$ cat config.mk
export PLATFORM = sky130hd
export DESIGN_NAME = issue_fu_scheduler
export DESIGN_NICKNAME = d
export VERILOG_FILES = /design/src/rtl/issue_fu_scheduler.sv
export SDC_FILE = /design/constraint.sdc
export NUM_CORES = 1
export LEC_CHECK = 0
export CAP_MARGIN = 15
export CORE_MARGIN = 4
export CORE_UTILIZATION = 45
export DETAILED_ROUTE_END_ITERATION = 10
export PLACE_DENSITY = 0.83
export SYNTH_ARGS = -nofsm -noshare
export SYNTH_HDL_FRONTEND = slang
export SYNTH_SLANG_ARGS = --single-unit
export TNS_END_PERCENT = 100
$ cat constraint.sdc
create_clock -name clk_i -period 6.8 [get_ports clk_i]
set_input_delay 1.7 -clock clk_i [delete_from_list [all_inputs] [get_ports clk_i]]
set_output_delay 1.7 -clock clk_i [all_outputs]
set_load 0.05 [all_outputs]
$ cat src/rtl/issue_fu_scheduler.sv
// issue_fu_scheduler: per-FU ready mask for the issue select logic.
// Tracks occupancy of non-pipelined FUs and reserves CDB writeback slots
// so no more than WB_PORTS results land in one cycle.
// Optional build macro: ISSUE_SCHED_PERF_EN (per-FU stall counters).
module issue_fu_scheduler #(
    parameter int NUM_FU   = 4,
    parameter int MAX_LAT  = 8,
    parameter int WB_PORTS = 2,
    parameter int LAT_W    = $clog2(MAX_LAT + 1)
) (
    input  logic                           clk_i,
    input  logic                           reset_i,
    input  logic [NUM_FU*LAT_W-1:0]        cfg_lat_i,
    input  logic [NUM_FU-1:0]              cfg_pipelined_i,
    input  logic [NUM_FU-1:0]              issue_req_i,
    input  logic [NUM_FU-1:0]              issue_v_i,
    input  logic                           flush_i,
    output logic [NUM_FU-1:0]              fu_ready_o,
    output logic [$clog2(WB_PORTS+1)-1:0]  wb_expected_o,
    output logic                           err_o,
    output logic [NUM_FU*32-1:0]           perf_stall_o
);
    localparam int SW = $clog2(WB_PORTS + 1);

    logic [LAT_W-1:0] lat_eff  [NUM_FU];
    logic [LAT_W-1:0] busy_q   [NUM_FU];
    logic [LAT_W-1:0] busy_d   [NUM_FU];
    logic [SW-1:0]    slot_q   [MAX_LAT];
    logic [SW-1:0]    slot_d   [MAX_LAT];
    // slot_q plus a virtual top entry that always reads 0 (latency MAX_LAT)
    logic [SW-1:0]    slot_ext [MAX_LAT+1];
    logic             err_q, err_d;
    logic             multi_hot, bad_issue, accept;

    // Effective latency: clamp configured latency into [1, MAX_LAT]
    always_comb begin
        for (int f = 0; f < NUM_FU; f++) begin
            if (cfg_lat_i[f*LAT_W +: LAT_W] == '0)
                lat_eff[f] = LAT_W'(1);
            else if (cfg_lat_i[f*LAT_W +: LAT_W] > LAT_W'(MAX_LAT))
                lat_eff[f] = LAT_W'(MAX_LAT);
            else
                lat_eff[f] = cfg_lat_i[f*LAT_W +: LAT_W];
        end
    end

    // Ready: FU idle and the pre-shift slot its result would land in has room
    always_comb begin
        for (int k = 0; k < MAX_LAT; k++) slot_ext[k] = slot_q[k];
        slot_ext[MAX_LAT] = '0;
        for (int f = 0; f < NUM_FU; f++)
            fu_ready_o[f] = ~reset_i & ~flush_i & (busy_q[f] == '0) &
                            (slot_ext[lat_eff[f]] < SW'(WB_PORTS));
    end

    // Protocol check: multi-hot or issue to a non-ready FU drops the whole vector.
    // During flush ready is forced low, so issues there are ignored, not errors.
    assign multi_hot = |(issue_v_i & (issue_v_i - NUM_FU'(1)));
    assign bad_issue = ~flush_i & (multi_hot | (|(issue_v_i & ~fu_ready_o)));
    assign accept    = ~flush_i & ~bad_issue & (|issue_v_i);

    // Next state: shift reservations down one slot, add accepted issue, age busy counters
    always_comb begin
        for (int k = 0; k < MAX_LAT - 1; k++) slot_d[k] = slot_q[k+1];
        slot_d[MAX_LAT-1] = '0;
        for (int f = 0; f < NUM_FU; f++)
            busy_d[f] = (busy_q[f] != '0) ? busy_q[f] - LAT_W'(1) : '0;
        if (accept) begin
            for (int f = 0; f < NUM_FU; f++) begin
                if (issue_v_i[f]) begin
                    // post-shift index L-1 == pre-shift index L checked by ready
                    for (int k = 0; k < MAX_LAT; k++)
                        if (LAT_W'(k + 1) == lat_eff[f]) slot_d[k] = slot_d[k] + SW'(1);
                    if (!cfg_pipelined_i[f]) busy_d[f] = lat_eff[f] - LAT_W'(1);
                end
            end
        end
        err_d = err_q | bad_issue;
    end

    // Reservation/occupancy state; flush drops everything in flight
    always_ff @(posedge clk_i) begin
        if (reset_i || flush_i) begin
            for (int k = 0; k < MAX_LAT; k++) slot_q[k] <= '0;
            for (int f = 0; f < NUM_FU; f++) busy_q[f] <= '0;
        end else begin
            for (int k = 0; k < MAX_LAT; k++) slot_q[k] <= slot_d[k];
            for (int f = 0; f < NUM_FU; f++) busy_q[f] <= busy_d[f];
        end
    end

    // Sticky error, cleared only by reset (survives flush)
    always_ff @(posedge clk_i) begin
        if (reset_i) err_q <= 1'b0;
        else         err_q <= err_d;
    end

    assign err_o         = err_q & ~reset_i;
    assign wb_expected_o = reset_i ? '0 : slot_q[0];

`ifdef ISSUE_SCHED_PERF_EN
    logic [31:0] perf_q [NUM_FU];

    // Stall counters: candidate waiting but FU not ready; wrap naturally
    always_ff @(posedge clk_i) begin
        if (reset_i) begin
            for (int f = 0; f < NUM_FU; f++) perf_q[f] <= '0;
        end else begin
            for (int f = 0; f < NUM_FU; f++)
                if (issue_req_i[f] && !fu_ready_o[f]) perf_q[f] <= perf_q[f] + 32'd1;
        end
    end

    // Counters read as zero while reset is asserted
    always_comb begin
        for (int f = 0; f < NUM_FU; f++)
            perf_stall_o[f*32 +: 32] = reset_i ? 32'd0 : perf_q[f];
    end
`else
    logic unused_req;
    assign unused_req   = ^issue_req_i;
    assign perf_stall_o = '0;
`endif

endmodule

Word-level counts from Yosys, hierarchy flattened
Memories as Yosys holds them, arrays and structs flattened. Cells that the tools add are included. Widths: inputs -> output; s select.

Register bits: 1. Memories kept: 2. Memory bits (writable): 32.

Magnitude comparators: 12. Add/subtract/negate cells: 40. Bitwise gates (word level): 37. Reductions and logical operators: 16. Muxes and demuxes: 89. Eq/ne operators: 32.

Memory list: busy_q (words 4, width 4, rd ports 4, clocked after Yosys merged registers in 0, write ports 4, line 26) `logic [LAT_W-1:0] busy_q [NUM_FU];`; slot_q (words 8, width 2, rd ports 8, clocked after Yosys merged registers in 0, write ports 8, line 28) `logic [SW-1:0] slot_q [MAX_LAT];`.

Operator list (number): $mux 16 (9); $mux 2 (48); $mux 4 (24); $eq 3x4->1 const A (16); $add 2x1->2 const B (31); $sub 4x1->4 const B (9); $bmux 2 s4 (4); $eq 2x4->1 const A (8); $logic_not 4->1 (8); $ge 5x5->1 const B (4); $not 4->5 (4); $eq 1x4->1 const A (4); $eq 4x4->1 const A (4); $gt 4x4->1 const B (4); $reduce_bool 4->1 (4); $or 1x1->1 (14); $and 1x1->1 (13); $reduce_or 4->1 (3); $and 4x4->4 (2); $lt 2x2->1 const B (4); $mux 1 (4); $not 4->4 (1); $not 1->1 (3); $logic_or 1x1->1 (1).

Longest topological paths before layout
Depth in word-level cells: 31. Mapped depth: 12.

Worst setup path after synthesis
No wires, ideal clock.

Kind: input port to output port. Start point: input port flush_i. End point: output port fu_ready_o[3]. Path buffers: 1. Cell stages on the path: 4. Data required time: 5.100 ns. Arrival time: 3.634 ns. Slack: 1.466 ns. Path through: nor2_1 > buf_2 > nand3_1 > nor4_1.

Cells in the longest elaborated chain, start to end: 4.

Ends and longest elaborated chain: from (decl) (line 17) `input logic flush_i,`; $not 1->1 (line 52) `fu_ready_o[f] = ~reset_i & ~flush_i & (busy_q[f] == '0) &`; $and 1x1->1 (3 in a row) (line 52); to (decl) (line 18) `output logic [NUM_FU-1:0] fu_ready_o,`.

No other way between the ends.

Worst setup path in the final report
Start point: input port cfg_lat_i[10]. End point: output port fu_ready_o[2].

Cells in the longest elaborated chain, start to end: 9. Elaborated cells between the ends (all ways): 10. Classes of those cells: order compare (2); mux (5); bitwise (2); reduce/logical (1).

Ends and longest elaborated chain: from (decl) (line 13) `input logic [NUM_FU*LAT_W-1:0] cfg_lat_i,`; $gt 4x4->1 (line 40) `else if (cfg_lat_i[f*LAT_W +: LAT_W] > LAT_W'(MAX_LAT))`; $mux 4 (line 40); $mux 4 (*) (line 38) `if (cfg_lat_i[f*LAT_W +: LAT_W] == '0)`; $not 4->5 (implied by the code) (*) (line 53) `(slot_ext[lat_eff[f]] < SW'(WB_PORTS));`; $bmux 2 s4 (*) (line 53); $mux 2 (implied by the code) (*) (2 in a row) (line 53); $lt 2x2->1 (*) (line 53); $and 1x1->1 (*) (line 52).

Every way passes the cells marked *; elsewhere a longest branch is shown, timed or not. The select of a mux whose other input is x is not followed.

==> impl_results.md <==
- Status: finished clean
- Cts bufs inserted: 5
- MaxCap Viol Count: 0
- Root buffer cell: clkbuf_8
- FFs w/ async S/R, synth: 0
- RePlAce Congestion: approximately 0.94
- Number of gates resized after cts: 0
- Critical path endpoint category: output port
- Setup TNS: 0 ns
- Post-CTS Repair Setup Buffers: 0
- Post-synthesis cell count: roughly 530
- Io pins: around 170
- Share of layout cells above drive strength 1: 0.03267
- Worst-Margin Slew: 0.9330 ns
- Htree depth: 2
- Synth cell types: 60
- WHS Path Cells: 1
- Reg power frac: 0.320
- Final #Nets: approximately 600
- Most used DFF post-synth: dfxtp_1
- Placed cell count: about 650
- FILL cells: 866
- Post-Route Skew: 0.005990 ns
- Vias in the first global route: between 3000 and 4000
- PortBufs: 33
- # rows: 34
- Slew headroom: 0.3695
- Antenna-violating nets left: 0
- CP Class: input pin to output port
- Seq/Total Area, Yosys: 0.1583
- Final Hold Viols: 0
- Syn Area/Cell: a little under 8 sq um
- Unrepaired setup endpoints after global routing: false
- Synth warnings: 0
- Clock Latency Late Sink: around 0.29 ns
- Post-synth EDFFs: 0
- Initial Utilization: 0.4695
- Final WL: a little over 10000 microns
- Post-DP HPWL: a little under 8000 microns
- Net switching power: 298.4 uW
- Crit path launch: cfg_lat_i[10]
- RR Startpoint: slot_q[0][11]
- R2R depth: 7
- F_max: ~170 MHz
- CTS sink count: 33
- Combinational Power Share: 0.438
- Chip width: 104.3 microns
- Die H: 104.3 microns
- Fin crit share: 0.8659
- Clk pwr share: 0.242
- Clock Pin Slew Worst Setup and Hold Paths: around 0.07 ns
- Worst Path Max Fanout: 13
- DRC errors left: 0
- All-Layer GR Usage: 0.1796
- Int Power: around 310 uW
- Gr ovfl total: 0
- Global-route wire length before repair: between 15000 and 20000 microns
- HP Class: register to register
- Crit path launch type: input pin
- Switching part of the total power: 0.4869
- Fin. max-slew vios: 0
- Die area: roughly 11000 sq um
- Final Power: just over 600 uW
- DR WL/cell: between 15 and 20 microns
- Worst VDD drop: roughly 0.000076 V
- Vias per cell: 5.429
- Hold Crit Start: busy_q[3][3]
- CTS tree: yes
- Setup violators final: 0
- Initial DRC Count: 335
- DRT Pass-1 Iters: 5
- Yosys reg bits: 33
- Via count: roughly 3600
- Initial antenna violation count: 0
- Post-Syn Area: 4174 sq um
- Ant diodes: 0
- Core Area: just under 9000 sq um
- Finished Layout Cells: between 600 and 700
- Power density over cell area: about 150 nW/um^2
- Leak Pwr: 0.001763 uW
- Number of hold buffers added after cts: 0
- CP arrival: between 4 and 5 ns
- Worst-case clock buffer depth: 2
- Worst EP required: about 5 ns
- Tmin final: between 5 and 6 ns
- Synth-to-Final Area Change: 0.4496%
- Largest net degree at the start of global routing: 19
[stage by stage]
| step | hold slack [ns] | setup WS, ns | cell area [sq um] | utilization |
|---|---|---|---|---|
| 3_5_place_dp | 0.4701 | 0.9566 | 4103 | 0.4614 |
| 6_report | 0.4745 | 0.9116 | 4193 | 0.4716 |
| 4_1_cts | 0.4795 | 0.9382 | 4183 | 0.4704 |
| 3_3_place_gp | 0.4608 | 0.9980 | 4103 | 0.4614 |
| 5_1_grt | 0.4961 | 0.8292 | 4193 | 0.4716 |
| 2_1_floorplan | 0.4494 | 1.466 | 4651 | - |
[final cells by class]
class	count	area [sq um]	share of cell area
multi-input cells	461	2909	0.6938
inverters	10	37.54	0.008953
well taps	108	135.1	0.03223
flip-flops and latches	33	660.6	0.1576
repair buffers	39	370.4	0.08833
clock buffers	8	80.08	0.01910
[path summary, 6_finish.rpt]
kind / end / slack (ns)
min reg2reg: busy_q[3][3] / 0.47
max: fu_ready_o[2] / 0.91
max reg2reg: slot_q[0][13] / 3.97
min: busy_q[3][3] / 0.47
[synthesized netlist by cell type (all sizes together) (2+ instances only)]
| master | instances | area, sq um |
|---|---|---|
| a31oi | 7 | 43.79 |
| or4b | 3 | 30.03 |
| mux2i | 11 | 110.1 |
| a211oi | 7 | 52.55 |
| and4b | 11 | 110.1 |
| nor4b | 3 | 26.28 |
| or3 | 7 | 43.79 |
| nand3b | 3 | 22.52 |
| nor4 | 8 | 65.06 |
| a31o | 3 | 26.28 |
| nand4b | 10 | 87.58 |
| nand2 | 17 | 63.81 |
| inv | 10 | 37.54 |
| o211ai | 5 | 37.54 |
| clkbuf | 16 | 60.06 |
| a2111oi | 3 | 27.53 |
| and3 | 6 | 37.54 |
| o21ai | 11 | 55.05 |
| o21bai | 5 | 37.54 |
| o31ai | 9 | 67.56 |
| buf | 135 | 990.9 |
| or4bb | 3 | 33.78 |
| and2 | 3 | 21.27 |
| nor2b | 9 | 56.30 |
| ha | 18 | 225.2 |
| nor3b | 2 | 15.01 |
| nor2 | 41 | 153.9 |
| nand2b | 9 | 56.30 |
| nand4 | 2 | 12.51 |
| nor3 | 17 | 85.08 |
| o311a | 5 | 50.05 |
| xnor2 | 27 | 236.5 |
| a21oi | 15 | 75.07 |
| mux2 | 2 | 22.52 |
| nor4bb | 11 | 110.1 |
| mux4 | 2 | 45.04 |
| a2111o | 3 | 33.78 |
| dfxtp | 33 | 660.6 |
| nand3 | 17 | 85.08 |
| maj3 | 6 | 60.06 |
| o311ai | 2 | 17.52 |
[critical path: stages]
cell and delay [ns]:
clkdlybuf4s50_1 0.76, mux4_2 0.37, and2_1 0.19, nor3_1 0.30, clkdlybuf4s50_1 0.87
[sequential cells by signal, indices dropped and copies added (netlist names)]
name,flops
busy_q,16
slot_q,16
err_q,1
[power groups by stage]
stage                     Combinational (uW)  Sequential (uW)  Clock (uW)
final                                    268              196         149
after CTS                                265              196         152
after detailed placement                 264              200           0
after global routing                     282              196         162
after global placement                   260              200           0
after floorplan                          280              200           0
[per-layer routing]
| layer | up-vias | track usage | share of wire | wire length (microns) |
|---|---|---|---|---|
| li1 | 1694 | - | - | - |
| met1 | 1644 | 0.2244 | 0.39 | 3996 |
| met5 | - | 0 | 0 | 0 |
| met4 | 0 | 0.05508 | 0.021 | 212 |
| met2 | 214 | 0.3104 | 0.49 | 5099 |
| met3 | 26 | 0.03476 | 0.098 | 1009 |
[cell families after synthesis]
| group | Yosys count | share of synthesized area |
|---|---|---|
| AOI/OAI and AO/OA | 81 | 0.1376 |
| adders and majority gates | 24 | 0.06835 |
| buffers and inverters | 161 | 0.2608 |
| DFF | 33 | 0.1583 |
| other | 1 | 0.0008984 |
| and+or+nand+nor | 186 | 0.2749 |
| xor gates and xnor gates | 27 | 0.05666 |
| muxes | 15 | 0.04257 |
[cell usage in the layout, fill, tap and decap left out, drive strengths merged, types with 11 or more instances in the layout]
cell type	netlist	final
a21oi	15	15
and4b	11	11
clkdlybuf4s50	0	33
conb	1	128
dfxtp	33	33
ha	18	18
mux2i	11	11
nand2	17	17
nand3	17	17
nor2	41	41
nor3	17	17
nor4bb	11	11
o21ai	11	11
xnor2	27	27
Power figures use the tool's default switching activity.
